`config.mk`:
```
export PLATFORM = sky130hd
export DESIGN_NAME = axi_rd_fsm_flat
export DESIGN_NICKNAME = d
export VERILOG_FILES = /design/src/rtl/axi_rd_fsm_if.sv /design/src/rtl/axi_rd_fsm.sv /design/src/flat_wrapper.sv
export SDC_FILE = /design/constraint.sdc
export NUM_CORES = 1
export LEC_CHECK = 0
export CORE_UTILIZATION = 33
export DETAILED_ROUTE_END_ITERATION = 7
export GPL_TIMING_DRIVEN = 0
export PLACE_DENSITY = 0.76
export SYNTH_ARGS = -nofsm -noshare
export SYNTH_HDL_FRONTEND = slang
export SYNTH_SLANG_ARGS = --single-unit
```
`constraint.sdc`:
```
create_clock -name clk -period 2.05 [get_ports clk]
set_clock_uncertainty 0.1 [all_clocks]
set_input_delay 0.41 -clock clk [delete_from_list [all_inputs] [get_ports clk]]
set_output_delay 0.41 -clock clk [all_outputs]
set_load 0.01 [all_outputs]
```
`src/rtl/axi_rd_fsm_if.sv`:
```
// AXI4 read address and read data channels between a read master and axi_rd_fsm.
interface axi_rd_fsm_if #(
    parameter int ID_W = 4
);
    logic [ID_W-1:0] arid;
    logic [31:0]     araddr;
    logic [7:0]      arlen;
    logic [2:0]      arsize;
    logic [1:0]      arburst;
    logic            arvalid;
    logic            arready;
    logic [ID_W-1:0] rid;
    logic [31:0]     rdata;
    logic [1:0]      rresp;
    logic            rlast;
    logic            rvalid;
    logic            rready;

    modport master (
        output arid, araddr, arlen, arsize, arburst, arvalid, rready,
        input  arready, rid, rdata, rresp, rlast, rvalid
    );

    modport slave (
        input  arid, araddr, arlen, arsize, arburst, arvalid, rready,
        output arready, rid, rdata, rresp, rlast, rvalid
    );
endinterface

```
`src/rtl/axi_rd_fsm.sv`:
```
// AXI4 read responder: one burst at a time, beats popped from the varint-out or raw-data-out FIFO.
// Optional RD_EMPTY_TIMEOUT_EN: an empty source FIFO returns an SLVERR beat after 65535 cycles.
module axi_rd_fsm #(
    parameter int SEL_BIT = 12,
    parameter int ID_W    = 4
) (
    input  logic        clk,
    input  logic        reset,
    axi_rd_fsm_if.slave axs_s0,
    input  logic        varint_out_fifo_empty,
    input  logic [31:0] varint_out_fifo_rdata,
    output logic        varint_out_fifo_pop,
    input  logic        raw_data_out_fifo_empty,
    input  logic [31:0] raw_data_out_fifo_rdata,
    output logic        raw_data_out_fifo_pop,
    output logic [7:0]  beat_index
);
    localparam logic [1:0] RESP_OKAY   = 2'b00;
    localparam logic [1:0] RESP_SLVERR = 2'b10;
    localparam logic [2:0] SIZE_WORD   = 3'd2;

    typedef enum logic [3:0] {
        INIT     = 4'b0001,
        AR_READY = 4'b0010,
        R_FETCH  = 4'b0100,
        R_VALID  = 4'b1000
    } state_t;

    state_t          state_q;
    logic            arready_q;
    logic            rvalid_q;
    logic            rlast_q;
    logic [1:0]      rresp_q;
    logic [31:0]     rdata_q;
    logic            vpop_q;
    logic            rpop_q;
    logic [7:0]      beat_q;
    logic [ID_W-1:0] id_q;
    logic [7:0]      len_q;
    logic [2:0]      size_q;
    logic            sel_q;

    logic            src_empty;
    logic [31:0]     src_rdata;
    logic            last_beat;
    logic            fetch_err;
    logic            tmo_hit;
    logic            unused_ar;

    assign src_empty = sel_q ? raw_data_out_fifo_empty : varint_out_fifo_empty;
    assign src_rdata = sel_q ? raw_data_out_fifo_rdata : varint_out_fifo_rdata;
    assign last_beat = (beat_q == len_q);
    assign unused_ar = ^{axs_s0.arburst, axs_s0.araddr};

`ifdef RD_EMPTY_TIMEOUT_EN
    logic [15:0] tmo_q;

    // Zero outside R_FETCH, so every beat starts its wait from a cleared count.
    always_ff @(posedge clk) begin
        if (!reset || state_q != R_FETCH) begin
            tmo_q <= '0;
        end else if (src_empty) begin
            tmo_q <= tmo_q + 16'd1;
        end
    end
    assign tmo_hit = (tmo_q == 16'hFFFE);
`else
    assign tmo_hit = 1'b0;
`endif

    assign fetch_err = (size_q != SIZE_WORD) || (src_empty && tmo_hit);

    always_ff @(posedge clk) begin
        if (!reset) begin
            state_q   <= INIT;
            arready_q <= 1'b0;
            rvalid_q  <= 1'b0;
            rlast_q   <= 1'b0;
            rresp_q   <= RESP_OKAY;
            rdata_q   <= '0;
            vpop_q    <= 1'b0;
            rpop_q    <= 1'b0;
            beat_q    <= '0;
            id_q      <= '0;
            len_q     <= '0;
            size_q    <= '0;
            sel_q     <= 1'b0;
        end else begin
            vpop_q <= 1'b0;
            rpop_q <= 1'b0;
            unique case (state_q)
                INIT: begin
                    state_q <= AR_READY;
                end
                AR_READY: begin
                    if (!arready_q) begin
                        arready_q <= 1'b1;
                    end else if (axs_s0.arvalid) begin
                        id_q      <= axs_s0.arid;
                        len_q     <= axs_s0.arlen;
                        size_q    <= axs_s0.arsize;
                        sel_q     <= axs_s0.araddr[SEL_BIT];
                        beat_q    <= '0;
                        arready_q <= 1'b0;
                        state_q   <= R_FETCH;
                    end
                end
                R_FETCH: begin
                    // Bad beat size or timed-out wait: answer with an error beat, no pop.
                    if (fetch_err) begin
                        rdata_q  <= '0;
                        rresp_q  <= RESP_SLVERR;
                        rlast_q  <= last_beat;
                        rvalid_q <= 1'b1;
                        state_q  <= R_VALID;
                    end else if (!src_empty) begin
                        vpop_q   <= ~sel_q;
                        rpop_q   <= sel_q;
                        rdata_q  <= src_rdata;
                        rresp_q  <= RESP_OKAY;
                        rlast_q  <= last_beat;
                        rvalid_q <= 1'b1;
                        state_q  <= R_VALID;
                    end
                end
                R_VALID: begin
                    if (axs_s0.rready) begin
                        rvalid_q <= 1'b0;
                        if (rlast_q) begin
                            arready_q <= 1'b1;
                            state_q   <= AR_READY;
                        end else begin
                            beat_q  <= beat_q + 8'd1;
                            state_q <= R_FETCH;
                        end
                    end
                end
                default: begin
                    state_q <= INIT;
                end
            endcase
        end
    end

    assign axs_s0.arready      = arready_q;
    assign axs_s0.rid          = id_q;
    assign axs_s0.rdata        = rdata_q;
    assign axs_s0.rresp        = rresp_q;
    assign axs_s0.rlast        = rlast_q;
    assign axs_s0.rvalid       = rvalid_q;
    assign varint_out_fifo_pop = vpop_q;
    assign raw_data_out_fifo_pop = rpop_q;
    assign beat_index          = beat_q;
endmodule

```
`src/flat_wrapper.sv`:
```
// flat-port wrapper written by rule: the top's interface ports become plain ports
module axi_rd_fsm_flat 
#(
    parameter int SEL_BIT = 12,
    parameter int ID_W    = 4
)
  (clk, reset, varint_out_fifo_empty, varint_out_fifo_rdata, varint_out_fifo_pop, raw_data_out_fifo_empty, raw_data_out_fifo_rdata, raw_data_out_fifo_pop, beat_index, axs_s0_arid, axs_s0_araddr, axs_s0_arlen, axs_s0_arsize, axs_s0_arburst, axs_s0_arvalid, axs_s0_rready, axs_s0_arready, axs_s0_rid, axs_s0_rdata, axs_s0_rresp, axs_s0_rlast, axs_s0_rvalid);
  axi_rd_fsm_if #(.ID_W(ID_W)) axs_s0_i ();
  input  logic clk;
  input  logic reset;
  input  logic varint_out_fifo_empty;
  input  logic [31:0] varint_out_fifo_rdata;
  output logic varint_out_fifo_pop;
  input  logic raw_data_out_fifo_empty;
  input  logic [31:0] raw_data_out_fifo_rdata;
  output logic raw_data_out_fifo_pop;
  output logic [7:0] beat_index;
  input wire logic [$bits(axs_s0_i.arid)-1:0] axs_s0_arid;
  input wire logic [$bits(axs_s0_i.araddr)-1:0] axs_s0_araddr;
  input wire logic [$bits(axs_s0_i.arlen)-1:0] axs_s0_arlen;
  input wire logic [$bits(axs_s0_i.arsize)-1:0] axs_s0_arsize;
  input wire logic [$bits(axs_s0_i.arburst)-1:0] axs_s0_arburst;
  input wire logic [$bits(axs_s0_i.arvalid)-1:0] axs_s0_arvalid;
  input wire logic [$bits(axs_s0_i.rready)-1:0] axs_s0_rready;
  output wire logic [$bits(axs_s0_i.arready)-1:0] axs_s0_arready;
  output wire logic [$bits(axs_s0_i.rid)-1:0] axs_s0_rid;
  output wire logic [$bits(axs_s0_i.rdata)-1:0] axs_s0_rdata;
  output wire logic [$bits(axs_s0_i.rresp)-1:0] axs_s0_rresp;
  output wire logic [$bits(axs_s0_i.rlast)-1:0] axs_s0_rlast;
  output wire logic [$bits(axs_s0_i.rvalid)-1:0] axs_s0_rvalid;
  assign axs_s0_i.arid = axs_s0_arid;
  assign axs_s0_i.araddr = axs_s0_araddr;
  assign axs_s0_i.arlen = axs_s0_arlen;
  assign axs_s0_i.arsize = axs_s0_arsize;
  assign axs_s0_i.arburst = axs_s0_arburst;
  assign axs_s0_i.arvalid = axs_s0_arvalid;
  assign axs_s0_i.rready = axs_s0_rready;
  assign axs_s0_arready = axs_s0_i.arready;
  assign axs_s0_rid = axs_s0_i.rid;
  assign axs_s0_rdata = axs_s0_i.rdata;
  assign axs_s0_rresp = axs_s0_i.rresp;
  assign axs_s0_rlast = axs_s0_i.rlast;
  assign axs_s0_rvalid = axs_s0_i.rvalid;
  axi_rd_fsm #(.SEL_BIT(SEL_BIT), .ID_W(ID_W)) u_core (.clk(clk), .reset(reset), .axs_s0(axs_s0_i), .varint_out_fifo_empty(varint_out_fifo_empty), .varint_out_fifo_rdata(varint_out_fifo_rdata), .varint_out_fifo_pop(varint_out_fifo_pop), .raw_data_out_fifo_empty(raw_data_out_fifo_empty), .raw_data_out_fifo_rdata(raw_data_out_fifo_rdata), .raw_data_out_fifo_pop(raw_data_out_fifo_pop), .beat_index(beat_index));
endmodule
```
Yosys cells after proc, flatten, opt, wreduce, memory -nomap -nowiden. Index checks and enable logic that the tools add are counted.

Add/sub/neg operators: 1. Eq/ne operators: 13. Multiplexer cells: 29. Bitwise logic cells: 3. Reduce and logical (&&, ||, !) cells: 9.

Operators with widths (number): 32-bit 2-to-1 mux (3); 8-bit 2-to-1 mux (4); 4-bit 2-to-1 mux (5); 4-bit case mux with 4 select lines (1); 8-bit case mux with 2 select lines (1); 1-bit 2-to-1 mux (10); 3-bit AND reduction (3); 8-bit by 1-bit adder with 8-bit output, second input constant (1); 8-bit equality test (1); 2-bit inequality test, second input constant (4); 5-bit AND reduction (1); 4-bit by 1-bit equality test with 1-bit output, second input constant (1); 4-bit by 2-bit equality test with 1-bit output, second input constant (1); 4-bit by 3-bit equality test with 1-bit output, second input constant (1); 4-bit equality test, second input constant (1); 2-bit 2-to-1 mux (2); 2-bit by 1-bit inequality test with 1-bit output, second input constant (2); 1-bit case mux with 2 select lines (2); 4-bit AND reduction (1); 2-bit nonzero test (2); 4-bit OR reduction (1); 3-bit 2-to-1 mux (1); 3-bit by 2-bit inequality test with 1-bit output, second input constant (1); 3-bit inequality test, second input constant (1); 2 further kinds (4).

Register bits after elaboration: 67. Input bits: 119. Logic and storage cells: 68.

Depth between registers and ports, before layout.
Depth after elaboration: 4. Depth in mapped cells: 7. Gate-level depth less buffers: 5.

Least setup slack after synthesis. Ideal clock, no wire load.

Kind: register -> register. Start point: reg u_core.state_q[1]. End point: reg u_core.beat_q[0], in the netlist u_core.beat_index[0]. Setup time: 115 ps. Arrival time: 1786 ps. Data required time: 1835 ps. Path slack: 49 ps. Stages on the path, launching flop included: 8. Buffers on the path: 3. Cells stage by stage: dfxtp_1 -> buf_6 -> or4b_1 -> buf_2 -> or2_2 -> clkbuf_1 -> and3_1 -> o21a_1.

Cells in the longest elaborated chain, start to end: 3. Elaborated cells on any way between the ends: 9. Those cells by class: eq/ne: 6; mux: 1; reduce/logical: 2.

Ends and longest elaborated chain: start: declaration (line axi_rd_fsm.sv:29) `state_t state_q;`; start signal: assignment (line axi_rd_fsm.sv:75) `state_q <= INIT;`; start signal: assignment (line axi_rd_fsm.sv:93) `state_q <= AR_READY;`; start signal: assignment (line axi_rd_fsm.sv:105) `state_q <= R_FETCH;`; 4-bit equality test / 4-bit by 2-bit equality test with 1-bit output (equally long branches) (line axi_rd_fsm.sv:91) `unique case (state_q)`; 2-bit inequality test (no source line) (tied with other cells); 5-bit AND reduction (no source line); end signal: assignment (line axi_rd_fsm.sv:133) `beat_q <= beat_q + 8'd1;`; end: declaration (line axi_rd_fsm.sv:37) `logic [7:0] beat_q;`.

Parallel ways exist; a longest one is shown, timed or not. A chain may end at the register's enable or synchronous reset.

Worst setup path in the final report.
Start point: reg u_core.state_q[1]. End point: reg u_core.rdata_q[5], in the netlist u_core.axs_s0.rdata[5].

Cells in the longest elaborated chain, start to end: 2.

Ends and longest elaborated chain: 4-bit by 3-bit equality test with 1-bit output (line axi_rd_fsm.sv:91); 2-bit AND reduction (no source line); end signal: assignment (line axi_rd_fsm.sv:119) `rdata_q <= src_rdata;`; end: declaration (line axi_rd_fsm.sv:34) `logic [31:0] rdata_q;`.

Every way passes these cells.

==> flow_summary.json <==
{
  "numClockSinks": 66,
  "ys_warn_count": 0,
  "critPathKind": "reg2reg",
  "place_ws_ps": -427.6,
  "drc": 0,
  "num_vias": 2920,
  "cap_violations": 0,
  "crit_required_ps": 2170,
  "rsz0062_at_grt": "yes",
  "drtIter0Drc": 111,
  "synthArstFlopShare_pct": 0,
  "via_per_inst": 5.271,
  "slew_headroom_pct": 46.45,
  "status": "finished, violations left",
  "timing.final.crit_share_pct": 101.8,
  "synth-seq-cells": 66,
  "synth_edf_count": 0,
  "final_cell_area_um2": 4587,
  "cp.arrival_ps": 2210,
  "area_growth_pct": 65.14,
  "synth_flop_cell": "dfxtp_1",
  "grt_pass1_wl_um": 13300,
  "fp-row-count": 33,
  "root_buffer": "clkbuf_8",
  "cts_tree": "done",
  "core_area_um2": 8175,
  "fin_nets": 564,
  "path_clk_slew_ps": 80,
  "start_kind": "flip-flop",
  "max-vdd-ir-drop_mv": 0.2548,
  "setup_violations": 15,
  "die_h_um": 93.75,
  "place_area_um2": 4260,
  "pwr_density_cell_nw_per_um2": 546.7,
  "wirelength_um": 9016,
  "grt_start_max_net_pins": 12,
  "antenna_left": 0,
  "tns_ps": -227.8,
  "fin_ws_ps": -37.88,
  "fin_cells": 554,
  "diodes": 0,
  "worstSkewPairLatency_ps": 350,
  "wire_per_inst_um": 16.27,
  "synth_area_um2": 2778,
  "place.gp.congestion": 0.8077,
  "drv_slew": 0,
  "end_kind": "flip-flop",
  "track_usage_pct": 19.88,
  "path_max_fanout": 10,
  "pin_count": 170,
  "hpwl_um": 6452,
  "syn_area_per_cell_um2": 9.416,
  "h-tree-depth": 3,
  "min_period_ps": 2088,
  "cts_buffer_depth": 2,
  "p_leak_nw": 1.735,
  "dr.pass1.iters": 4,
  "hold_violations": 0,
  "grt_pass1_vias": 2702,
  "place_inst": 535,
  "syn_nets": 415,
  "worst_pin_slew_ps": 792.1,
  "io_buffers": 135,
  "fmax_mhz": 479.0,
  "die_w_um": 93.75,
  "cts_buffers": 9,
  "syn_inst": 295,
  "failed_checks": "setup timing",
  "synth-seq-area-share_pct": 47.57,
  "antenna_found_initial": 0,
  "synthDistinctLibCells": 40,
  "dieArea_um2": 8788,
  "start_util_pct": 33.98,
  "hp-class": "reg2reg",
  "drive_gt1_share_pct": 13.36,
  "grt.overflow.total": 0
}
-- synth_stat cells, types with 2 or more instances --
library cell,instances,area (µm²)
and3_1,36,225.2
a221o_1,32,320.3
clkbuf_1,11,41.29
o21ai_0,10,50.05
nand4_1,2,12.51
a21oi_1,22,110.1
nand2b_1,2,12.51
and2_1,2,12.51
nand2_1,45,168.9
xnor2_1,7,61.31
nor2b_1,3,18.77
nand3_1,4,20.02
buf_4,4,30.03
a311oi_1,2,17.52
buf_2,7,35.03
nor3_1,2,10.01
nor4_1,2,12.51
xor2_1,2,17.52
o221a_2,3,33.78
o21a_1,2,15.01
dfxtp_1,66,1321
nor4b_1,2,17.52
nor2_1,10,37.54
-- report_power, final --
| group | switching, mW | internal [mW] |
|---|---|---|
| clock | 0.511 | 0.440 |
| sequential | 0.0148 | 1.29 |
| combinational | 0.0755 | 0.175 |
| total | 0.601 | 1.91 |
-- state kept, by name, summed over array words and instances (netlist names) --
signal	count
u_core.varint_out_fifo_pop	1
u_core.axs_s0.rresp	1
u_core.beat_index	8
u_core.size_q	3
u_core.sel_q	1
u_core.axs_s0.rlast	1
u_core.len_q	8
u_core.axs_s0.rvalid	1
u_core.axs_s0.arready	1
u_core.state_q	4
u_core.axs_s0.rdata	32
u_core.axs_s0.rid	4
u_core.raw_data_out_fifo_pop	1
-- final cells by class --
type | instances | area [µm²]
fill | 738 | 3588
multi-input combinational | 205 | 1406
timing repair buffer | 140 | 1406
sequential | 66 | 1329
buffer | 21 | 142.6
clock buffer | 12 | 135.1
tap | 105 | 131.4
clock inverter | 4 | 28.78
inverter | 1 | 7.507
-- worst max-delay path, cell delays in order (launching register included) --
cell	delay (ps)
dfxtp_4	370
or4b_4	580
a31o_4	290
clkbuf_8	180
and3_1	180
a221o_1	260
-- logic make-up (layout without fill, tap and decap cells) --
family          count (synthesis)  in the layout  synth area share (%)
simple gates                  117            117                 22.61
buf+inv                        24            178                 4.369
mux                             2              2                0.7658
xor+xnor                        9              9                 2.838
other cells                     1              1                0.1350
flops                          66             66                 47.57
fa+ha+maj                       1              1                0.4504
compound gates                 75             75                 21.26
-- per-stage QoR --
stage	hold slack, ps	utilization [%]	total power [mW]
final	366.7	56.11	2.508
after global placement	345.1	52.11	1.577
after global routing	380.7	56.11	2.600
after detailed placement	355.0	52.11	1.580
after CTS	365.9	55.00	2.514
after floorplan	344.9	-	1.390
-- layout by cell type (no fill, tap or decap), types with 3 or more instances in the layout --
master,synthesis,layout
clkdlybuf4s50_1,0,135
dfxtp_1,66,62
nand2_1,45,45
a221o_1,32,32
and3_1,36,26
a21oi_1,22,22
buf_4,4,10
clkbuf_1,11,10
clkbuf_8,0,10
o21ai_0,10,10
and3_4,0,10
nor2_1,10,8
xnor2_1,7,7
buf_2,7,4
clkinvlp_4,0,3
nand3_1,4,3
nor2b_1,3,3
o221a_2,3,3
dfxtp_2,0,3
-- routing by layer --
layer / GRT usage, % / vias to the layer above / routed length (µm)
met2: 32.12 / 120 / 4156
met1: 24.38 / 1394 / 3919
met4: 7.821 / 0 / 136
met5: 0 / - / 0
met3: 6.392 / 12 / 803
li1: - / 1394 / -
-- repair_timing --
item,CTS,global route
hold buffers,0,0
gates cloned,0,1
gates resized for setup,18,18
buffers inserted,3,1
setup endpoints to repair,45,48
pin swaps,1,7
-- worst paths after layout --
path / startpoint / endpoint / slack, ps / cells after the start
hold reg to reg: u_core.axs_s0.rid[3] / u_core.axs_s0.rid[3] / 370 / 2
setup / recovery: u_core.state_q[1] / u_core.axs_s0.rdata[5] / -40 / 5
hold / removal: u_core.axs_s0.rid[3] / u_core.axs_s0.rid[3] / 370 / 2
setup reg to reg: u_core.state_q[1] / u_core.axs_s0.rdata[5] / -40 / 5
(Power assumes the default switching activity.)
